**src/rtl/inst_axi_responder_pkg.sv**
```systemverilog
// Shared AXI constants and AR-register layout for the instruction-side fetch responder.
// Downstream blocks import this package in place of a common.vh header.
package inst_axi_responder_pkg;

  localparam logic [2:0] AXI_SIZE_4B    = 3'b010;
  localparam logic [1:0] AXI_BURST_INCR = 2'b01;
  localparam logic [2:0] AXI_PROT_INST  = 3'b100;
  localparam logic [1:0] AXI_RESP_OKAY  = 2'b00;
  localparam logic [3:0] AXI_CACHE_ALL  = 4'b1111;
  localparam logic [3:0] AXI_CACHE_NONE = 4'b0000;

  typedef struct packed {
    logic        valid;
    logic        cache;
    logic [31:0] addr;
  } ar_reg_t;

  function automatic logic [3:0] ar_cache_bits(input logic cacheable);
    return cacheable ? AXI_CACHE_ALL : AXI_CACHE_NONE;
  endfunction

endpackage

```
**src/rtl/inst_axi_responder.sv**
```systemverilog
// Converts inst_req/inst_addr_ok fetches into single-beat AXI4 reads and returns the
// data in request order, with a credit counter bounding fetches in flight.
module inst_axi_responder
  import inst_axi_responder_pkg::*;
#(
  parameter int         MAX_OUTSTANDING = 2,
  parameter logic [3:0] AXI_ID          = 4'd0
) (
  input  logic        clk,
  input  logic        resetn,
  input  logic        inst_req,
  input  logic        inst_cache,
  input  logic [31:0] inst_addr,
  output logic        inst_addr_ok,
  output logic [31:0] inst_rdata,
  output logic        inst_data_ok,
  output logic [3:0]  arid,
  output logic [31:0] araddr,
  output logic [7:0]  arlen,
  output logic [2:0]  arsize,
  output logic [1:0]  arburst,
  output logic [1:0]  arlock,
  output logic [3:0]  arcache,
  output logic [2:0]  arprot,
  output logic        arvalid,
  input  logic        arready,
  input  logic [3:0]  rid,
  input  logic [31:0] rdata,
  input  logic [1:0]  rresp,
  input  logic        rlast,
  input  logic        rvalid,
  output logic        rready,
  output logic [31:0] perfcnt_inst_wait
);

  localparam int               CNT_W   = $clog2(MAX_OUTSTANDING + 1);
  localparam logic [CNT_W-1:0] CNT_MAX = CNT_W'(MAX_OUTSTANDING);

  ar_reg_t          ar_q, ar_d;
  logic [CNT_W-1:0] cnt_q, cnt_d;
  logic             data_ok_q, data_ok_d;
  logic [31:0]      rdata_q, rdata_d;
  logic [31:0]      perf_q, perf_d;

  logic credit_ok;
  logic accept;
  logic r_fire;

  // Error responses are deliberately dropped; rid/rlast carry no information
  // because every read uses one ID and one beat.
  logic unused_r_fields;
  assign unused_r_fields = ^{rid, rlast, (rresp != AXI_RESP_OKAY)};

  assign rready  = 1'b1;
  assign r_fire  = rvalid;

  // A returning beat frees a credit in the same cycle, so a full counter can still accept.
  assign credit_ok    = (cnt_q < CNT_MAX) || (r_fire && (cnt_q == CNT_MAX));
  assign inst_addr_ok = (!ar_q.valid || arready) && credit_ok;
  assign accept       = inst_req && inst_addr_ok;

  always_comb begin
    ar_d      = ar_q;
    cnt_d     = cnt_q;
    data_ok_d = r_fire;
    rdata_d   = rdata_q;
    perf_d    = perf_q;

    if (accept) begin
      ar_d.valid = 1'b1;
      ar_d.addr  = inst_addr;
      ar_d.cache = inst_cache;
    end else if (ar_q.valid && arready) begin
      ar_d.valid = 1'b0;
    end

    case ({accept, r_fire})
      2'b10:   cnt_d = cnt_q + CNT_W'(1);
      2'b01:   cnt_d = cnt_q - CNT_W'(1);
      default: cnt_d = cnt_q;
    endcase

    if (r_fire) begin
      rdata_d = rdata;
    end

    if ((cnt_q != '0) && !rvalid) begin
      perf_d = perf_q + 32'd1;
    end
  end

  always_ff @(posedge clk) begin
    if (!resetn) begin
      ar_q      <= '0;
      cnt_q     <= '0;
      data_ok_q <= 1'b0;
      rdata_q   <= 32'd0;
      perf_q    <= 32'd0;
    end else begin
      ar_q      <= ar_d;
      cnt_q     <= cnt_d;
      data_ok_q <= data_ok_d;
      rdata_q   <= rdata_d;
      perf_q    <= perf_d;
    end
  end

  assign arid              = AXI_ID;
  assign araddr            = ar_q.addr;
  assign arlen             = 8'd0;
  assign arsize            = AXI_SIZE_4B;
  assign arburst           = AXI_BURST_INCR;
  assign arlock            = 2'b00;
  assign arcache           = ar_cache_bits(ar_q.cache);
  assign arprot            = AXI_PROT_INST;
  assign arvalid           = ar_q.valid;
  assign inst_data_ok      = data_ok_q;
  assign inst_rdata        = rdata_q;
  assign perfcnt_inst_wait = perf_q;

endmodule

```
**config.mk**
```make
export PLATFORM = sky130hd
export DESIGN_NAME = inst_axi_responder
export DESIGN_NICKNAME = d
export VERILOG_FILES = /design/src/rtl/inst_axi_responder_pkg.sv /design/src/rtl/inst_axi_responder.sv
export SDC_FILE = /design/constraint.sdc
export NUM_CORES = 1
export LEC_CHECK = 0
export BUFFER_PORTS_ARGS = -buffer_cell sky130_fd_sc_hd__buf_2
export CORE_MARGIN = 2
export CORE_UTILIZATION = 47
export CTS_CLUSTER_SIZE = 16
export DETAILED_ROUTE_END_ITERATION = 6
export PLACE_DENSITY = 0.8
export SLEW_MARGIN = 15
export SYNTH_ARGS = -nofsm -noshare
export SYNTH_HDL_FRONTEND = slang
export SYNTH_SLANG_ARGS = --single-unit
```
**constraint.sdc**
```tcl
create_clock -name clk -period 2.5 [get_ports clk]
set_input_delay 0.25 -clock clk [delete_from_list [all_inputs] [get_ports clk]]
set_output_delay 0.25 -clock clk [all_outputs]
set_load 0.01 [all_outputs]
```
==> metrics.md, run 1 <==
| Metric | Value |
|---|---|
| Run status | completed |
| Clock Pin Slew Worst Setup and Hold Paths | about 110 ps |
| Slew Viols, Final | 0 |
| Compound-Gate Fraction of Synth Area | 0.0668 |
| Final WL | between 9 and 10 mm |
| Setup CP Type | reg -> reg |
| Mux cell area share after synthesis | 0.0747 |
| Req. time, crit path | around 2800 ps |
| Antenna violations before repair | 0 |
| CTS resizes | 0 |
| Total of max-cap violations | 0 |
| CTS Hold Bufs | 0 |
| Total global-route track usage | 0.183 |
| Setup TNS | 0 ps |
| # diodes | 0 |
| Post-DRT Antenna Nets | 0 |
| GRT overflow | 0 |
| Critical path fanouts, max | 34 |
| Adder-cell share of the synthesized area | 0.00566 |
| Vias | ~3600 |
| Initial core utilization | 0.481 |
| DRT iter0 DRCs | 110 |
| Post-Synth Simple-Gate Area | 0.240 |
| Commonest non-fill, non-tap cells in the layout | buf_2, dfxtp_1, nand2_1, nor2b_1, mux2i_1 |
| CTS Buf Count | 9 |
| Vias per cell | between 4 and 5 |
| Fin nets | roughly 690 |
| Die Y | just over 100 µm |
| Clock latency on the worst-skew pair | around 360 ps |
| Power per cell area | 596 nW/µm² |
| Cell variety after synth | 37 |
| Flops & latches, synth | just over 100 |
| Minimum hold slack | between 100 and 150 ps |
| P_leak | between 2 and 3 nW |
| Dpl cell area | between 5000 and 6000 µm² |
| Post-synthesis async set-or-reset flop share | 0 |
| Final core utilization | 0.581 |
| Ys flop type | dfxtp_1 |
| Post-Synthesis Cells | approximately 460 |
| Initial DRT Pass Iterations | 5 |
| Clk_skew | 16.6 ps |
| DRC errors left | 0 |
| Number of global-route vias before repair | around 3400 |
| Area leader, netlist | dfxtp_1 |
| Clock buffer depth | 2 |
| Number of synthesized flops with an enable pin | 0 |
| Wire length per cell | about 13 µm |
| H-tree depth | 3 |
| Relative slew margins | 0.658 |
| Crit start category | register |
| Clock sinks | a little over 100 |
| Synth top area cells | dfxtp_1, mux2i_1, nand2_1, nor2b_1, xnor2_1 |
| Avg Inst Size Synth | 9.64 µm² |
| Synth warn | 0 |
| Root buf cell | clkbuf_8 |
| Share of layout cells above drive strength 1 | 0.329 |
| Synth top area share | 0.457 |
| Crit path DAT | 2290 ps |
| Core ar. | 9200 µm² |
| Io pins | between 200 and 250 |
| Port bufs | ~170 |
| TritonCTS clock tree | yes |
| Die Area | 10200 µm² |
| Finished Cell Area | ~5300 µm² |
| Worst Tran Pin Value | around 510 ps |
| Placer Congestion | roughly 0.83 |
| Synthesis-to-finish area growth | 20.9% |
| Final min period | slightly above 2000 ps |
| # setup viols final | 0 |
| Power Total | 3.19 mW |
| First-pass GRT wire length | 15.2 mm |
| Post-Synth XOR/XNOR Area | 0.0653 |
| Setup WS pre-CTS | between 300 and 400 ps |
| Post-DP HPWL | 6.92 mm |
| VDD IR max | slightly below 0.0004 V |
| Count of final hold-check violations | 0 |
| Mapped Area | approximately 4400 µm² |
| Largest net degree at the start of global routing | 50 |
| Num rows | 35 |
| Hold Crit Class | in -> reg |
| Non-filler cells in the finished layout | around 730 |
| Die Wd | 101 µm |
| Most common cell after layout, fill and taps aside | buf_2 |
| Cells after DPL | between 700 and 800 |
| Post-CTS setup buffers | 0 |
| Seq/Total Area, Yosys | 0.457 |
| Max Fclk | between 400 and 500 MHz |
| RSZ-0062 raised after global routing | false |
| Crit end category | register |
| Fin crit share | 0.804 |
| Largest family of logic cells by synthesized area | simple AND/OR/NAND/NOR gates |
| Worst Slack Setup Final | between 400 and 500 ps |
## sequential cells by signal, summed over array words and instances (netlist names)
register,cells
araddr,32
inst_rdata,32
perfcnt_inst_wait,32
cnt_q,2
ar_q,1
arvalid,1
inst_data_ok,1
## cell families (layout without fill, tap and decap cells)
family                   after synthesis  count (layout)
flip-flops                           101             101
XOR/XNOR                              33              33
multiplexers                          33              33
AO/OA/AOI/OAI                         38              38
other                                  2              23
AND/OR/NAND/NOR                      192             192
adder cells (fa/ha/maj)                2               2
buffers and inverters                 58             198
## synth_stat cells (2+ instances only)
master / count
nand2_1: 73
and4_4: 2
conb_1: 2
mux2i_1: 33
buf_2: 7
nand4_1: 15
and2_1: 31
buf_4: 27
dfxtp_1: 101
nand4b_1: 2
nor2_2: 2
a21boi_0: 5
nor4_1: 2
ha_1: 2
a21boi_1: 29
nor3_4: 2
inv_1: 5
xor2_1: 6
nor2b_1: 38
and3_1: 3
clkbuf_1: 10
nand3_1: 13
xnor2_1: 27
and4_1: 2
buf_6: 8
## layout make-up
type,instances,area [µm²]
multi-input combinational,321,2090
sequential,101,2020
clock inverter,7,56.3
fill,817,3850
tap,111,139
inverter,6,25.0
timing repair buffer,176,891
clock buffer,9,124
## critical path, stage by stage (launching register included)
cell and delay (ps):
dfxtp_1 440, nand2b_1 150, a21oi_2 60, and2_1 200
inv_4 270, ha_1 330, or3_1 340, a21boi_0 150
## power by group
group	switching, mW	internal [mW]	total (mW)
Clock	0.591	0.375	0.965
Sequential	0.0563	1.70	1.75
Combinational	0.259	0.210	0.469
## routing by layer
metal  wire, µm  vias to the layer above  GRT usage  share of wire
met2       4810                      130      0.320           0.50
met1       3990                     1653      0.217           0.42
li1           -                     1766          -              -
met3        655                       10     0.0569          0.069
met5          0                        -          0              0
met4         92                        0     0.0489         0.0096
## final timing paths
kind / startpoint / end / slack (ps) / cells after the start
worst max-delay path: cnt_q[0] / cnt_q[1] / 490 / 7
worst min-delay path: inst_addr[13] / araddr[13] / 110 / 3
worst max register to register: cnt_q[0] / cnt_q[1] / 490 / 7
worst min register to register: araddr[15] / araddr[15] / 460 / 2
No activity file was read; power rests on OpenSTA's default activity.
==> run 2: changes to the inputs <==
Settings changed: CORE_UTILIZATION 47 to 42, PLACE_DENSITY 0.8 to 0.76.
Clock period 2.5 ns to 1.8 ns, I/O delays scaled along.
==> run 2 against run 1 <==
- utilization decreased by 4.7 points
- sequential share of layout area decreased by 0.94 points
- critical path depth increased by 1
- largest power group unchanged
- highest routed layer unchanged
==> metrics.md, run 2 (same netlist as run 1, synthesis figures left out) <==
| Metric | Value |
|---|---|
| Run status | completed |
| First-pass GRT wire length | 15.5 mm (+1.8%) |
| Final min period | 1630 ps (-383 ps) |
| Commonest non-fill, non-tap cells in the layout | buf_2, dfxtp_1, nand2_1, nor2b_1, mux2i_1 |
| Max Fclk | 614 MHz (+24%) |
| Crit start category | register |
| Vias per cell | 4.67 (-4.1%) |
| Synthesis-to-finish area growth | 24.2% |
| Req. time, crit path | 2090 ps (-680 ps) |
| Hold Crit Depth | 3 (unchanged) |
| Clock sinks | 101 (unchanged) |
| CTS Hold Bufs | 0 (unchanged) |
| Dpl cell area | 5330 µm² (+3.1%) |
| Die Wd | 107 µm (+5.6%) |
| Clock latency on the worst-skew pair | 350 ps (about the same) |
| Fin crit share | 0.904 (+0.0999) |
| Hold Crit Class | in -> reg |
| Post-DP HPWL | 6.90 mm (-0.22%) |
| Clk_skew | 12.5 ps (-4.09 ps) |
| Io pins | 203 (unchanged) |
| Flop2flop setup slack | 170 ps (-320 ps) |
| Post-DRT Antenna Nets | 0 (unchanged) |
| Initial DRT Pass Iterations | 4 (-1) |
| Minimum hold slack | 51.4 ps (-62.3 ps) |
| Non-filler cells in the finished layout | 766 (+4.8%) |
| Cells after DPL | 750 (+4.9%) |
| Die Y | 107 µm (+5.6%) |
| Final WL | 9.46 mm (-0.85%) |
| Vias | 3577 (+0.51%) |
| Number of global-route vias before repair | 3436 (+2.4%) |
| VDD IR max | 0.000447 V (+12%) |
| Largest net degree at the start of global routing | 66 (+32%) |
| Worst Setup SP | cnt_q[0] |
| # setup viols final | 0 (unchanged) |
| Wire length per cell | 12.4 µm (-5.4%) |
| Reg2Reg Depth | 8 (+1) |
| Share of layout cells above drive strength 1 | 0.340 (+0.0107) |
| Worst Tran Pin Value | 522 ps (+10.5 ps) |
| Finished Cell Area | 5490 µm² (+2.7%) |
| Antenna violations before repair | 0 (unchanged) |
| GRT overflow | 0 (unchanged) |
| CTS Buf Count | 9 (unchanged) |
| Setup CP Type | reg -> reg |
| Clock Pin Slew Worst Setup and Hold Paths | 90 ps (-20 ps) |
| Clock buffer depth | 2 (unchanged) |
| CTS resizes | 0 (unchanged) |
| Root buf cell | clkbuf_8 |
| TritonCTS clock tree | yes |
| Final core utilization | 0.534 (-0.0469) |
| Core ar. | 10300 µm² (+12%) |
| Total of max-cap violations | 0 (unchanged) |
| Worst path buffer plus inverter count | 1 (unchanged) |
| Critical Path, Cell by Cell | nand2b_4 -> a21oi_4 -> and2_4 -> inv_6 -> ha_4 -> xnor2_1 -> or3_1 -> a21boi_1 |
| Total global-route track usage | 0.169 (-0.0134) |
| RSZ-0062 raised after global routing | false |
| Critical path's slowest cell | dfxtp_4 |
| Most common cell after layout, fill and taps aside | buf_2 |
| Port bufs | 172 (unchanged) |
| R2r startpoint | cnt_q[0] |
| Min-delay src | inst_addr[28] |
| Crit end category | register |
| Num rows | 37 (+5.7%) |
| Crit path DAT | 1910 ps (-380 ps) |
| Stages on worst setup path | 8 (+1) |
| Initial core utilization | 0.430 (-0.0506) |
| Power per cell area | 799 nW/µm² (+34%) |
| Kind of cell adding the most delay to the critical path | simple AND/OR/NAND/NOR gates |
| Slew Viols, Final | 0 (unchanged) |
| DRT iter0 DRCs | 134 (+22%) |
| Relative slew margins | 0.652 (-0.00665) |
| P_leak | 2.64 nW (+2.4%) |
| H-tree depth | 3 (unchanged) |
| Count of final hold-check violations | 0 (unchanged) |
| Fill count | 971 (+19%) |
| DRC errors left | 0 (unchanged) |
| Placer Congestion | 0.796 (-4.6%) |
| # diodes | 0 (unchanged) |
| Die Area | 11400 µm² (+11%) |
| CP max stage delay | 380 ps (-60 ps) |
| Fin nets | 704 (+1.4%) |
| Critical path fanouts, max | 4 (-88%) |
| Post-CTS setup buffers | 0 (unchanged) |
-- run 2: final timing paths --
path                              endpoint
worst max-delay path              cnt_q[1]
worst min-delay path            araddr[28]
worst max register to register    cnt_q[1]
worst min register to register  araddr[19]
-- run 2: tightest hold or removal path, stage by stage --
cell and delay [ps]:
buf_2 90, nand2_1 40, a21boi_1 50
-- run 2: report_power, final --
group	switching [mW]	leakage [nW]	internal, mW
registers	0.0783	0.827	2.36
logic	0.365	1.74	0.318
clock network	0.720	0.0780	0.546
-- run 2: stage by stage --
step	total power, mW	worst slack, ps	TNS [ps]
floorplan	2.98	-3.42	-3.42
global placement	3.16	221	0
detailed placement	3.18	176	0
CTS	4.47	159	0
global route	4.65	28.3	0
finish	4.39	172	0
-- run 2: area by class of cell --
cell class / count / area (µm²) / area share
multi-input combinational: 321 / 2130 / 0.387
sequential: 101 / 2030 / 0.369
timing repair buffer: 186 / 978 / 0.178
tap: 136 / 170 / 0.0310
clock buffer: 15 / 156 / 0.0285
inverter: 6 / 27.5 / 0.00501
clock inverter: 1 / 7.51 / 0.00137
-- run 2: metal layers --
metal,GRT usage,part of all wire
met5,0,0
met4,0.0659,0.013
met3,0.0584,0.088
met2,0.282,0.47
met1,0.201,0.43
==> run 3: changes to the inputs <==
Settings changed: ABC_AREA from default to 1.
==> run 3 against run 2 <==
- combinational power shrank 1%
- sequential power is essentially flat
- register-to-register slack gained 70 ps
- clock skew shrank 2.4 ps
- largest cell class is now flip-flops and latches
- highest routed layer unchanged
==> metrics.md, run 3 <==
| Metric | Value |
|---|---|
| Total global-route track usage | 0.204 (+0.0344) |
| Final WL | 11.5 mm (+22%) |
| Sw frac | 0.273 (+0.00760) |
| Root buf cell | clkbuf_8 |
| Slew Viols, Final | 0 (unchanged) |
| Hold Crit Class | in -> reg |
| Synth top area share | 0.458 (+0.000518) |
| Crit start category | register |
| CTS resizes | 0 (unchanged) |
| Crit end category | output port |
| Critical Path, Cell by Cell | inv_1 -> nand2_1 -> a21boi_2 -> buf_12 -> buf_2 |
| Initial core utilization | 0.430 (-0.000487) |
| CP max stage delay | 360 ps (-20 ps) |
| RSZ-0062 raised after global routing | false |
| Io pins | 203 (unchanged) |
| Total of max-cap violations | 0 (unchanged) |
| Most frequent cell after synthesis | nor2_1 |
| Flops & latches, synth | 101 (unchanged) |
| Largest net degree at the start of global routing | 48 (-27%) |
| Count of final hold-check violations | 0 (unchanged) |
| Post-DRT Antenna Nets | 0 (unchanged) |
| GRT overflow | 0 (unchanged) |
| Num rows | 37 (unchanged) |
| Avg Inst Size Synth | 7.09 µm² (-26%) |
| Commonest non-fill, non-tap cells in the layout | buf_2, nor2_1, dfxtp_1, nand2_1, nand3_1 |
| Adder-cell share of the synthesized area | 0.00566 (+0.00000641) |
| Port bufs | 172 (unchanged) |
| Clock sinks | 101 (unchanged) |
| Setup TNS | 0 ps (unchanged) |
| Setup CP Type | reg -> out |
| Mux cell area share after synthesis | 0 (-0.0747) |
| Post-CTS setup buffers | 0 (unchanged) |
| # setup viols final | 0 (unchanged) |
| Die Wd | 107 µm (about the same) |
| Critical path fanouts, max | 34 (+30) |
| CTS Buf Count | 9 (unchanged) |
| Antenna violations before repair | 0 (unchanged) |
| Post-DP HPWL | 8.29 mm (+20%) |
| Fin crit share | 0.913 (+0.00900) |
| Largest family of logic cells by synthesized area | simple AND/OR/NAND/NOR gates |
| Wire length per cell | 12.5 µm (+1.1%) |
| Clock buffer depth | 2 (unchanged) |
| Clock Pin Slew Worst Setup and Hold Paths | 100 ps (about the same) |
| DRT iter0 DRCs | 174 (+30%) |
| Die Y | 107 µm (about the same) |
| Ys flop type | dfxtp_1 |
| Run status | completed |
| Placer Congestion | 0.850 (+6.8%) |
| Clk pwr share | 0.328 (+0.039) |
| H-tree depth | 3 (unchanged) |
| Int Power | 3.35 mW (+3.9%) |
| Final min period | 1640 ps (+16.2 ps) |
| Logic pwr share | 0.146 (-0.010) |
| Die Area | 11400 µm² (-0.11%) |
| Dpl cell area | 5300 µm² (-0.47%) |
| Seq/Total Area, Yosys | 0.458 (+0.000518) |
| Post-Synth Simple-Gate Area | 0.306 (+0.0657) |
| DRC errors left | 0 (unchanged) |
| Synthesis-to-finish area growth | 25.1% |
| TritonCTS clock tree | yes |
| Sw power | 1.26 mW (+8.0%) |
| Compound-Gate Fraction of Synth Area | 0.114 (+0.0474) |
| P_leak | 2.62 nW (-0.78%) |
| Number of synthesized flops with an enable pin | 0 (unchanged) |
| Number of global-route vias before repair | 4093 (+19%) |
| # diodes | 0 (unchanged) |
| Power Total | 4.61 mW (+5.0%) |
| VDD IR max | 0.000646 V (+45%) |
| Finished Cell Area | 5530 µm² (+0.59%) |
| Req. time, crit path | 1620 ps (-470 ps) |
| Post-Synthesis Cells | 623 (+36%) |
| Share of layout cells above drive strength 1 | 0.268 (-0.0716) |
| Post-synth top cells | nor2_1, dfxtp_1, nand2_1, nand3_1, a21oi_1 |
| Fin nets | 862 (+22%) |
| Fill count | 1074 (+11%) |
| Area leader, netlist | dfxtp_1 |
| Vias per cell | 4.80 (+2.7%) |
| Crit path DAT | 1460 ps (-450 ps) |
| Post-Synth XOR/XNOR Area | 0.00595 (-0.0594) |
| Clk_skew | 10.1 ps (-2.40 ps) |
| Max Fclk | 608 MHz (-0.99%) |
| Post-synthesis async set-or-reset flop share | 0 (unchanged) |
| Flop pwr share | 0.526 (-0.030) |
| Minimum hold slack | 37.7 ps (-13.6 ps) |
| First-pass GRT wire length | 18.8 mm (+22%) |
| Critical path's slowest cell | dfxtp_1 |
| Clock latency on the worst-skew pair | 360 ps (about the same) |
| Synth warn | 0 (unchanged) |
| Mapped Area | 4420 µm² (-0.11%) |
| Vias | 4428 (+24%) |
| Core ar. | 10300 µm² (unchanged) |
| Synth top area cells | dfxtp_1, nor2_1, nand2_1, nand3_1, a21oi_1 |
| Most common cell after layout, fill and taps aside | buf_2 |
| Cell variety after synth | 26 (-30%) |
| Initial DRT Pass Iterations | 4 (unchanged) |
| Power per cell area | 834 nW/µm² (+4.4%) |
| CTS Hold Bufs | 0 (unchanged) |
run 3: cell type report:
class	instances	area, µm²	area share
flip-flops and latches	101	2020	0.366
multi-input cells	445	2000	0.361
repair buffers	183	968	0.175
well taps	136	170	0.0308
inverters	43	161	0.0292
clock buffers	11	151	0.0274
clock inverters	4	55.1	0.00996
run 3: power groups by stage:
stage | Combinational [mW] | Sequential, mW | Clock (mW)
after floorplan | 0.370 | 2.53 | 0
after global placement | 0.660 | 2.47 | 0
after detailed placement | 0.668 | 2.47 | 0
after CTS | 0.668 | 2.42 | 1.56
after global routing | 0.759 | 2.44 | 1.65
final | 0.675 | 2.42 | 1.51
run 3: final timing paths:
check	start	to	slack, ps	cells past startpoint
hold / removal	rdata[1]	inst_rdata[1]	40	3
hold reg to reg	araddr[29]	araddr[29]	460	2
setup reg to reg	cnt_q[0]	cnt_q[1]	240	8
setup / recovery	cnt_q[0]	inst_addr_ok	160	5
run 3: kinds of logic (layout without fill, tap and decap cells):
kind of cell	Yosys count	count (layout)
other	2	23
adders and majority gates	2	2
buffers and inverters	98	241
and+or+nand+nor	319	319
xor gates and xnor gates	3	3
AOI/OAI and AO/OA	98	98
DFF	101	101
run 3: metal layers:
metal  up-vias  GRT usage  routed length [µm]
li1       2274          -                   -
met1      1982      0.250                5050
met2       152      0.339                5310
met3        20     0.0632                 936
met4         0     0.0677                 235
met5         -          0                   0
run 3: through the flow:
step / cells / setup slack (ps) / util
finish: 923 / 156 / 0.538
global route: 923 / 10.7 / 0.538
CTS: 923 / 11.2 / 0.536
detailed placement: 908 / 201 / 0.516
global placement: 908 / 224 / 0.516
floorplan: 644 / 52.6 / -
run 3: critical path, delay by kind of cell (launching register included):
kind	cells	cell delay, ps
buf+inv	3	460
compound gates	1	220
flops	1	360
simple gates	1	70
